--- src/rtl/oled_pkg.sv ---
// Shared constants, cursor payload and FSM states for the OLED text path.
package oled_pkg;

   localparam int unsigned ROWS      = 4;
   localparam int unsigned COLS      = 16;
   localparam int unsigned CHAR_W    = 8;
   localparam int unsigned CELL_W    = 4;
   localparam int unsigned NUM_CELLS = ROWS * COLS;
   localparam int unsigned CELLS_W   = NUM_CELLS * CELL_W;
   localparam int unsigned MSG_W     = NUM_CELLS * CHAR_W;
   localparam int unsigned IDX_W     = 6;
   localparam int unsigned FRAME_W   = 8;

   localparam logic [CELL_W-1:0] CELL_HIDDEN = 4'd9;
   localparam logic [CELL_W-1:0] CELL_FLAG   = 4'd10;
   localparam logic [CELL_W-1:0] CELL_MINE   = 4'd11;

   localparam logic [CHAR_W-1:0] GLYPH_SPACE   = 8'h20;
   localparam logic [CHAR_W-1:0] GLYPH_ZERO    = 8'h2E;
   localparam logic [CHAR_W-1:0] GLYPH_DIGIT   = 8'h30;
   localparam logic [CHAR_W-1:0] GLYPH_HIDDEN  = 8'h2D;
   localparam logic [CHAR_W-1:0] GLYPH_FLAG    = 8'h46;
   localparam logic [CHAR_W-1:0] GLYPH_MINE    = 8'h2A;
   localparam logic [CHAR_W-1:0] GLYPH_INVALID = 8'h3F;
   localparam logic [CHAR_W-1:0] GLYPH_CURSOR  = 8'h5F;

   // Packs to row*COLS+col, i.e. directly comparable with the char index.
   typedef struct packed {
      logic [1:0] row;
      logic [3:0] col;
   } cursor_t;

   typedef enum logic [1:0] {
      ST_IDLE,
      ST_COMPOSE,
      ST_WAIT_DONE,
      ST_RELEASE
   } state_t;

endpackage

--- src/rtl/oled_msg_composer_if.sv ---
// Board/cursor inputs, rendered message and driver handshake of the composer.
interface oled_msg_composer_if;
   import oled_pkg::*;

   logic [CELLS_W-1:0] cells;
   logic [1:0]         hlX;
   logic [3:0]         hlY;
   logic               force_redraw;
   logic [MSG_W-1:0]   msg;
   logic               upd_en;
   logic               upd_done;
   logic               busy;
   logic [FRAME_W-1:0] frame_cnt;

   modport master (
      input  cells, hlX, hlY, force_redraw, upd_done,
      output msg, upd_en, busy, frame_cnt
   );

   modport slave (
      output cells, hlX, hlY, force_redraw, upd_done,
      input  msg, upd_en, busy, frame_cnt
   );

endinterface

--- src/rtl/cell_glyph.sv ---
// Maps one 4-bit board cell code to its ASCII glyph; the cursor overrides the cell.
module cell_glyph
   import oled_pkg::*;
(
   input  logic [CELL_W-1:0] code,
   input  logic              is_cursor,
   output logic [CHAR_W-1:0] ascii
);

   always_comb begin
      ascii = GLYPH_INVALID;
      if (is_cursor) begin
         ascii = GLYPH_CURSOR;
      end else if (code == 4'd0) begin
         ascii = GLYPH_ZERO;
      end else if (code <= 4'd8) begin
         ascii = GLYPH_DIGIT + CHAR_W'(code);
      end else begin
         case (code)
            CELL_HIDDEN: ascii = GLYPH_HIDDEN;
            CELL_FLAG:   ascii = GLYPH_FLAG;
            CELL_MINE:   ascii = GLYPH_MINE;
            default:     ascii = GLYPH_INVALID;
         endcase
      end
   end

endmodule

--- src/rtl/oled_msg_composer.sv ---
// Renders a snapshot of the board into the 64-char OLED message, one char per
// cycle, then runs the enable/done handshake with the OLED driver.
module oled_msg_composer
   import oled_pkg::*;
#(
   parameter int unsigned BLINK_CYCLES = 50_000_000
) (
   input logic                 clk,
   input logic                 reset,
   oled_msg_composer_if.master bus
);

   localparam int unsigned BLINK_W = (BLINK_CYCLES > 1) ? $clog2(BLINK_CYCLES) : 1;

   logic [BLINK_W-1:0] blink_cnt;
   logic               blink_phase;
   logic               blink_wrap_c;

   state_t             state;
   logic [IDX_W-1:0]   idx;
   logic [CELLS_W-1:0] snap_cells;
   cursor_t            snap_cur;
   logic               snap_phase;
   logic               pending;
   logic               busy_q;
   logic [MSG_W-1:0]   msg_q;
   logic               upd_en_q;
   logic [FRAME_W-1:0] frame_cnt_q;

   logic               diff_c;
   logic               is_cursor_c;
   logic [CHAR_W-1:0]  glyph_c;

   // Free-running blink timer; a zero period pins the phase at "cursor shown".
   assign blink_wrap_c = (BLINK_CYCLES != 0) && (blink_cnt == BLINK_W'(BLINK_CYCLES - 1));

   always_ff @(posedge clk) begin
      if (reset) begin
         blink_cnt   <= '0;
         blink_phase <= 1'b1;
      end else if (BLINK_CYCLES != 0) begin
         if (blink_wrap_c) begin
            blink_cnt   <= '0;
            blink_phase <= ~blink_phase;
         end else begin
            blink_cnt <= blink_cnt + BLINK_W'(1);
         end
      end
   end

   assign diff_c      = (bus.cells != snap_cells) || ({bus.hlX, bus.hlY} != snap_cur);
   assign is_cursor_c = snap_phase && (idx == snap_cur);

   cell_glyph u_cell_glyph (
      .code      (snap_cells[{idx, 2'b00} +: CELL_W]),
      .is_cursor (is_cursor_c),
      .ascii     (glyph_c)
   );

   always_ff @(posedge clk) begin
      if (reset) begin
         state       <= ST_IDLE;
         idx         <= '0;
         snap_cells  <= '0;
         snap_cur    <= '0;
         snap_phase  <= 1'b1;
         pending     <= 1'b1;
         busy_q      <= 1'b0;
         msg_q       <= {NUM_CELLS{GLYPH_SPACE}};
         upd_en_q    <= 1'b0;
         frame_cnt_q <= '0;
      end else begin
         // Triggers merge into one request regardless of state.
         pending <= pending | bus.force_redraw | blink_wrap_c | diff_c;
         case (state)
            ST_IDLE: begin
               if (pending) begin
                  snap_cells <= bus.cells;
                  snap_cur   <= {bus.hlX, bus.hlY};
                  snap_phase <= blink_phase;
                  idx        <= '0;
                  // A blink toggle on this very edge is not in the snapshot yet.
                  pending    <= blink_wrap_c;
                  busy_q     <= 1'b1;
                  state      <= ST_COMPOSE;
               end
            end
            ST_COMPOSE: begin
               msg_q[{idx, 3'b000} +: CHAR_W] <= glyph_c;
               idx <= idx + IDX_W'(1);
               if (idx == IDX_W'(NUM_CELLS - 1)) begin
                  upd_en_q <= 1'b1;
                  state    <= ST_WAIT_DONE;
               end
            end
            ST_WAIT_DONE: begin
               if (bus.upd_done) begin
                  upd_en_q    <= 1'b0;
                  frame_cnt_q <= frame_cnt_q + FRAME_W'(1);
                  state       <= ST_RELEASE;
               end
            end
            ST_RELEASE: begin
               if (!bus.upd_done) begin
                  busy_q <= 1'b0;
                  state  <= ST_IDLE;
               end
            end
            default: state <= ST_IDLE;
         endcase
      end
   end

   assign bus.msg       = msg_q;
   assign bus.upd_en    = upd_en_q;
   assign bus.busy      = busy_q;
   assign bus.frame_cnt = frame_cnt_q;

endmodule

--- src/flat_wrapper.sv ---
// flat-port wrapper written by rule: the top's interface ports become plain ports
module oled_msg_composer_flat import oled_pkg::*;
#(
   parameter int unsigned BLINK_CYCLES = 50_000_000
)
  (clk, reset, bus_cells, bus_hlX, bus_hlY, bus_force_redraw, bus_upd_done, bus_msg, bus_upd_en, bus_busy, bus_frame_cnt);
  oled_msg_composer_if bus_i ();
  input logic clk;
  input logic reset;
  input wire logic [$bits(bus_i.cells)-1:0] bus_cells;
  input wire logic [$bits(bus_i.hlX)-1:0] bus_hlX;
  input wire logic [$bits(bus_i.hlY)-1:0] bus_hlY;
  input wire logic [$bits(bus_i.force_redraw)-1:0] bus_force_redraw;
  input wire logic [$bits(bus_i.upd_done)-1:0] bus_upd_done;
  output wire logic [$bits(bus_i.msg)-1:0] bus_msg;
  output wire logic [$bits(bus_i.upd_en)-1:0] bus_upd_en;
  output wire logic [$bits(bus_i.busy)-1:0] bus_busy;
  output wire logic [$bits(bus_i.frame_cnt)-1:0] bus_frame_cnt;
  assign bus_i.cells = bus_cells;
  assign bus_i.hlX = bus_hlX;
  assign bus_i.hlY = bus_hlY;
  assign bus_i.force_redraw = bus_force_redraw;
  assign bus_i.upd_done = bus_upd_done;
  assign bus_msg = bus_i.msg;
  assign bus_upd_en = bus_i.upd_en;
  assign bus_busy = bus_i.busy;
  assign bus_frame_cnt = bus_i.frame_cnt;
  oled_msg_composer #(.BLINK_CYCLES(BLINK_CYCLES)) u_core (.clk(clk), .reset(reset), .bus(bus_i));
endmodule
--- config.mk ---
export PLATFORM = sky130hd
export DESIGN_NAME = oled_msg_composer_flat
export DESIGN_NICKNAME = d
export VERILOG_FILES = /design/src/rtl/oled_pkg.sv /design/src/rtl/oled_msg_composer_if.sv /design/src/rtl/cell_glyph.sv /design/src/rtl/oled_msg_composer.sv /design/src/flat_wrapper.sv
export SDC_FILE = /design/constraint.sdc
export NUM_CORES = 2
export LEC_CHECK = 0
export ABC_AREA = 1
export CORE_AREA = 2 2 306 308
export CTS_CLUSTER_SIZE = 25
export DETAILED_ROUTE_END_ITERATION = 12
export DIE_AREA = 0 0 308 310
export HOLD_SLACK_MARGIN = 0.06
export PLACE_DENSITY = 0.7
export SLEW_MARGIN = 15
export SYNTH_ARGS = -nofsm -noshare
export SYNTH_HDL_FRONTEND = slang
export SYNTH_HIERARCHICAL = 1
export SYNTH_SLANG_ARGS = --single-unit
--- constraint.sdc ---
create_clock -name clk -period 3.95 [get_ports clk]
set_input_delay 0.79 -clock clk [delete_from_list [all_inputs] [get_ports clk]]
set_output_delay 0.79 -clock clk [all_outputs]
set_load 0.005 [all_outputs]
# Yosys cells after proc, flatten, opt, wreduce, memory -nomap -nowiden
# Cells that the tools add are included.
# Widths: inputs -> output; s select.
[totals]
register_bits = 821
inputBits = 266
output_inout_bits = 522
[classes]
addsub = 5
magnitude_cmp = 1
n_eq_ne = 15
shift = 3
mux = 20
bitwise_logic = 4
reduce_logical = 14
[ops]
columns = ["cell", "count"]
rows = [
  ["$bwmux 512", 1],
  ["$shift 8x11->512 const A", 1],
  ["$shiftx 8x11->512", 1],
  ["$ne 256x256->1", 1],
  ["$shiftx 256x9->4", 1],
  ["$add 26x1->26 const B", 1],
  ["$eq 26x26->1 const B", 1],
  ["$mux 7", 3],
  ["$pmux 7 s3", 1],
  ["$eq 4x4->1 const B", 3],
  ["$pmux 6 s2", 1],
  ["$neg 9->11", 1],
  ["$add 8x1->8 const B", 1],
  ["$mux 2", 4],
  ["$pmux 2 s4", 1],
  ["$add 6x4->7 const A", 1],
  ["$add 6x1->6 const B", 1],
  ["$eq 6x6->1", 1],
  ["$eq 6x6->1 const B", 1],
  ["$mux 1", 6],
  ["$mux 6", 1],
  ["$ne 6x6->1", 1],
  ["$reduce_and 2->1", 3],
  ["$reduce_and 3->1", 2],
  ["other kinds (15)", 23],
]

# Longest topological paths before layout
[logic_depth]
depth_word = 8
depth_mapped = 26
ltp_nobuf = 24

# Modules after synthesis
# Netlist, hierarchy kept.
[modules_own_cells]
columns = ["mod", "instances", "cells_each", "area_per_inst_um2", "seq_area_each_um2"]
rows = [
  ["oled_msg_composer", 1, 5097, 36347.4, 16435.8],
  ["cell_glyph", 1, 26, 127.6, 0.0],
]

# Least setup slack after synthesis
# No wires, ideal clock.
[synth_path]
path_kind = "register to register"
startpoint = "reg u_core.idx[0]"
endpoint = "reg u_core.msg_q[171], in the netlist u_core/bus.msg[171]"
setup_ps = 70
arrival_time_ps = 2946
t_required_ps = 3880
setup_slack_ps = 934
path_stages_with_launch = 23
path_buffers = 3
period_less_slack_ps = 3016
path_cell_list = "dfxtp_1 buf_6 inv_4 clkbuf_1 clkbuf_1 a21oi_1 o21ai_0 nand3_1 nand3_1 nand2_1 o21ai_0 nand2_1 nor2_4 nand2_2 nand3_1 inv_1 nor3_1 nand2_1 nor2_1 nand2_1 nor2_1 o21ai_0 a21oi_1"
[synth_between]
elab_chain_len = 8
[synth_lines]
columns = ["item", "line_no", "text"]
rows = [
  ["from (decl)", "oled_msg_composer.sv:20", "logic [IDX_W-1:0] idx;"],
  ["from (signal assigned)", "oled_msg_composer.sv:90", "idx <= idx + IDX_W'(1);"],
  ["parallel branches: the longest is 5 deep, another holds $add 6x4->7", "n/a", ""],
  ["$mux 7 (*)", "cell_glyph.sv:12", "if (is_cursor) begin"],
  ["via u_core.glyph_c[3]", "oled_msg_composer.sv:32", "logic [CHAR_W-1:0] glyph_c;"],
  ["$shiftx 8x11->512 (*)", "oled_msg_composer.sv:89", "msg_q[{idx, 3'b000} +: CHAR_W] <= glyph_c;"],
  ["$bwmux 512 (*)", "oled_msg_composer.sv:89", ""],
  ["to (signal assigned)", "oled_msg_composer.sv:69", "msg_q <= {NUM_CELLS{GLYPH_SPACE}};"],
  ["to (signal, indexed assignment)", "oled_msg_composer.sv:89", ""],
  ["to (decl)", "oled_msg_composer.sv:26", "logic [MSG_W-1:0] msg_q;"],
]
# Mark *: on every way through the listed nets, which the timed path passes.
# A chain may end at the register's enable or synchronous reset.

# Final worst setup path
[layout_path]
startpoint = "reg u_core.idx[0]"
endpoint = "reg u_core.msg_q[269], in the netlist u_core/bus.msg[269]"
# Same word-level chain as after synthesis.

==> results.md <==
* Largest net degree at the start of global routing at 167
* CP arrival at 4310 ps
* CTS tree: done
* Power per cell area at 581 nW/µm²
* CTS root buf: clkbuf_16
* Vias in the first global route at 33600
* Vias/cell at 5.38
* Kind of critical path: register to register
* Crit. End Element: register
* Most frequent CP cell: inv_1
* Number of buffers added on ports at 787
* Fin Setup TNS at 0 ps
* Worst min path class: register to register
* Final worst slack at 225 ps
* Total CTS buffers at 90
* Worst endpoint required time at 4540 ps
* Post-synth EDFFs at 0
* Crit. Startpoint: u_core/idx[0]
* First-pass GRT wire length at 220000 µm
* Critical path buffers and inverters at 9
* Clock Tree Buf Depth at 3
* Crit start category: register
* Syn Area/Cell at 7.12 µm²
* Per-cell routed wire length at 21.9 µm
* Switching part of the total power at 38.1%
* Post-synthesis sequential area ratio at 45.1%
* RSZ-0062 raised after global routing: no
* Hold EP: u_core/bus.msg[179]
* CP Max Fanout at 27
* Maximum vdd drop at 0.986 mV
* Clk_skew at 30.3 ps
* Die area at 95500 µm²
* Die width at 308 µm
* FP Rows at 112
* Final Hold Vio Count at 0
* Critical path depth at 22
* Yosys warns at 6
* CP max stage cell: dfxtp_4
* FF-to-FF Start: u_core/idx[0]
* Max incr delay on CP at 400 ps
* 1st-pass router iterations at 6
* Syn Std Cell Area at 36500 µm²
* Dpl cell area at 45300 µm²
* Hold path startpoint: u_core/bus.msg[179]
* Cell count after synthesis at 5123
* Reg2Reg Depth at 22
* Detailed router's first-iteration violation count at 4190
* GRT overflow at 0
* DP Wirelength at 116000 µm
* Ratio of cells with drive above 1 in the final layout at 5.99%
* Final Instance Area at 48600 µm²
* Outcome: finished clean
* Slew HR at 31.4%
* # clock sinks at 821
* Final min period at 3720 ps
* Clock Latency Late Sink at 680 ps
* Reg-to-Reg End: u_core/bus.msg[269]
* CTS clk-pin slew, worst paths at 60 ps
* Int Pwr at 17.5 mW
* P_sw at 10.8 mW
* Cell Count Post-Placement at 6895
* Synth async-reset ratio at 0%
* Fmax at 0.268 GHz
* Syn nets at 5400
* Die height at 310 µm
* Lkg Pwr at 19.2 nW
* Antenna-violating nets left at 0
* Initial antenna violation count at 36
* DRT Wirelength at 155000 µm
* Max-Cap Viols at 0
* Commonest non-fill, non-tap cells in the layout: 819 x dfxtp_1, 814 x nand2_1, 786 x clkdlybuf4s50_1, 782 x o21ai_0, 698 x nor2_1
* RD Place Congestion at 0.930
* Worst Tran Pin Value at 1030 ps
* Most common cell after layout, fill and taps aside: dfxtp_1
* # hold bufs at CTS at 0
* Final setup violating endpoints at 0
* Area delta synth->final at 33.2%
* Ys flop type: dfxtp_1
* Non-filler cells, final at 7082
* Initial Utilization at 39.4%
* Logic pwr share at 31.5%
* Vias at 38100
* Total Nets Final at 6069
* H-tree depth at 3
* I/O pin count at 788
* Flop pwr share at 37.0%
* Core area at 92500 µm²
* Cell depth of the worst hold path at 2
* CP delay by family, top: buffers and inverters
* Seq cells post-synth at 821
* Distinct cells, synth at 48
* Final Max Tran Viols at 0
* Total track usage at 30.6%
* Dpl ws at 103 ps
* Cells along the critical path: inv_6, buf_12, nor2_1, o21ai_0, nand2_1, nand2_1, inv_1, a21oi_1, o21ai_2, buf_4, nand2_1, nor2_4, a21oi_2, buf_4, inv_1, nor3_1, inv_1, nor2_1, inv_1, nor2_1, inv_1, o211ai_1
* Final period utilization at 94.3%
* Flop2flop setup slack at 230 ps
* Worst hold slack at 446 ps
* DRC at 0
* Clock power frac at 31.4%
[Yosys cell counts, types with 8 or more instances]
master    instances  area [µm²]
a211oi_1         64         480
or2_2             9        56.3
dfxtp_1         821       16400
inv_1           449        1690
nor3_2            8        80.1
buf_4            10        75.1
buf_2            54         270
o211ai_1         54         405
nand3_1          96         480
nor2_1          698        2620
inv_2            35         131
nand2_1         820        3080
nor3_1           66         330
o22ai_1          11        68.8
nor2_2           13        81.3
nand4_1          28         175
nand2_2          16         100
xnor2_1          46         403
o21ai_0         783        3920
nor2_4           13         146
a21oi_1         693        3470
xor2_1           52         455
buf_1            10        37.5
clkbuf_1        203         762
ha_1             11         138
[through the flow]
step / util, % / power [mW]
after floorplan: - / 16.0
after global placement: 49.0 / 19.0
after detailed placement: 49.0 / 19.2
after CTS: 52.3 / 28.0
after global routing: 52.5 / 29.6
final: 52.5 / 28.2
[worst max path at each step]
stage,endpoint
after floorplan,u_core/bus.msg[171]
after global placement,u_core/bus.msg[468]
after detailed placement,u_core/bus.msg[125]
after CTS,u_core/bus.msg[468]
after global routing,u_core/bus.msg[41]
final,u_core/bus.msg[269]
[logic make-up (layout without fill, tap and decap cells)]
group | after synthesis | count (layout) | share of synthesized area [%]
other | 1 | 23 | 0.0103
adders and majority gates | 11 | 11 | 0.377
DFF | 821 | 821 | 45.1
buffers and inverters | 774 | 1514 | 8.45
xor gates and xnor gates | 98 | 98 | 2.35
AOI/OAI and AO/OA | 1621 | 1621 | 23.2
and+or+nand+nor | 1797 | 1797 | 20.5
[worst reg2reg max path, delay by kind of cell (launching register included)]
| kind | cells | cell delay [ps] |
|---|---|---|
| buf+inv | 9 | 1200 |
| compound gates | 5 | 1060 |
| simple gates | 8 | 980 |
| flops | 1 | 400 |
[registers in the layout, indices dropped and copies added, names as in the netlist]
register              cells
u_core/snap_phase         1
u_core/bus.frame_cnt      8
u_core/blink_phase        1
u_core/snap_cells       256
u_core/state              2
u_core/snap_cur           6
u_core/bus.msg          512
u_core/blink_cnt         26
u_core/bus.busy           1
u_core/idx                6
u_core/pending            1
u_core/bus.upd_en         1
[repair_timing]
action / CTS / global route
setup endpoints to repair: 0 / 214
gates resized for setup: 0 / 14
buffers inserted: 0 / 0
[power by group through the flow]
stage	combinational, mW	clock, mW	sequential [mW]
2_1_floorplan	5.77	0	10.3
3_3_place_gp	8.50	0	10.5
3_5_place_dp	8.62	0	10.6
4_1_cts	8.65	8.95	10.4
5_1_grt	9.77	9.29	10.6
6_report	8.90	8.86	10.5
[layout make-up]
cell class	instances	area [µm²]
Tap cell	1197	1500
Inverter	490	1860
Sequential cell	821	16400
Timing Repair Buffer	861	8620
Antenna cell	22	55.1
Multi-Input combinational cell	3528	17000
Clock buffer	140	2740
Fill cell	8873	43900
Clock inverter	23	337
[per-layer routing]
| layer | up-vias | track usage, % | share of wire (%) |
|---|---|---|---|
| li1 | 18200 | - | - |
| met5 | - | 0 | 0.12 |
| met4 | 28 | 20.5 | 7.0 |
| met2 | 1894 | 48.7 | 45 |
| met3 | 391 | 7.58 | 9.3 |
| met1 | 17500 | 36.7 | 38 |
No activity file was read; power rests on OpenSTA's default activity.
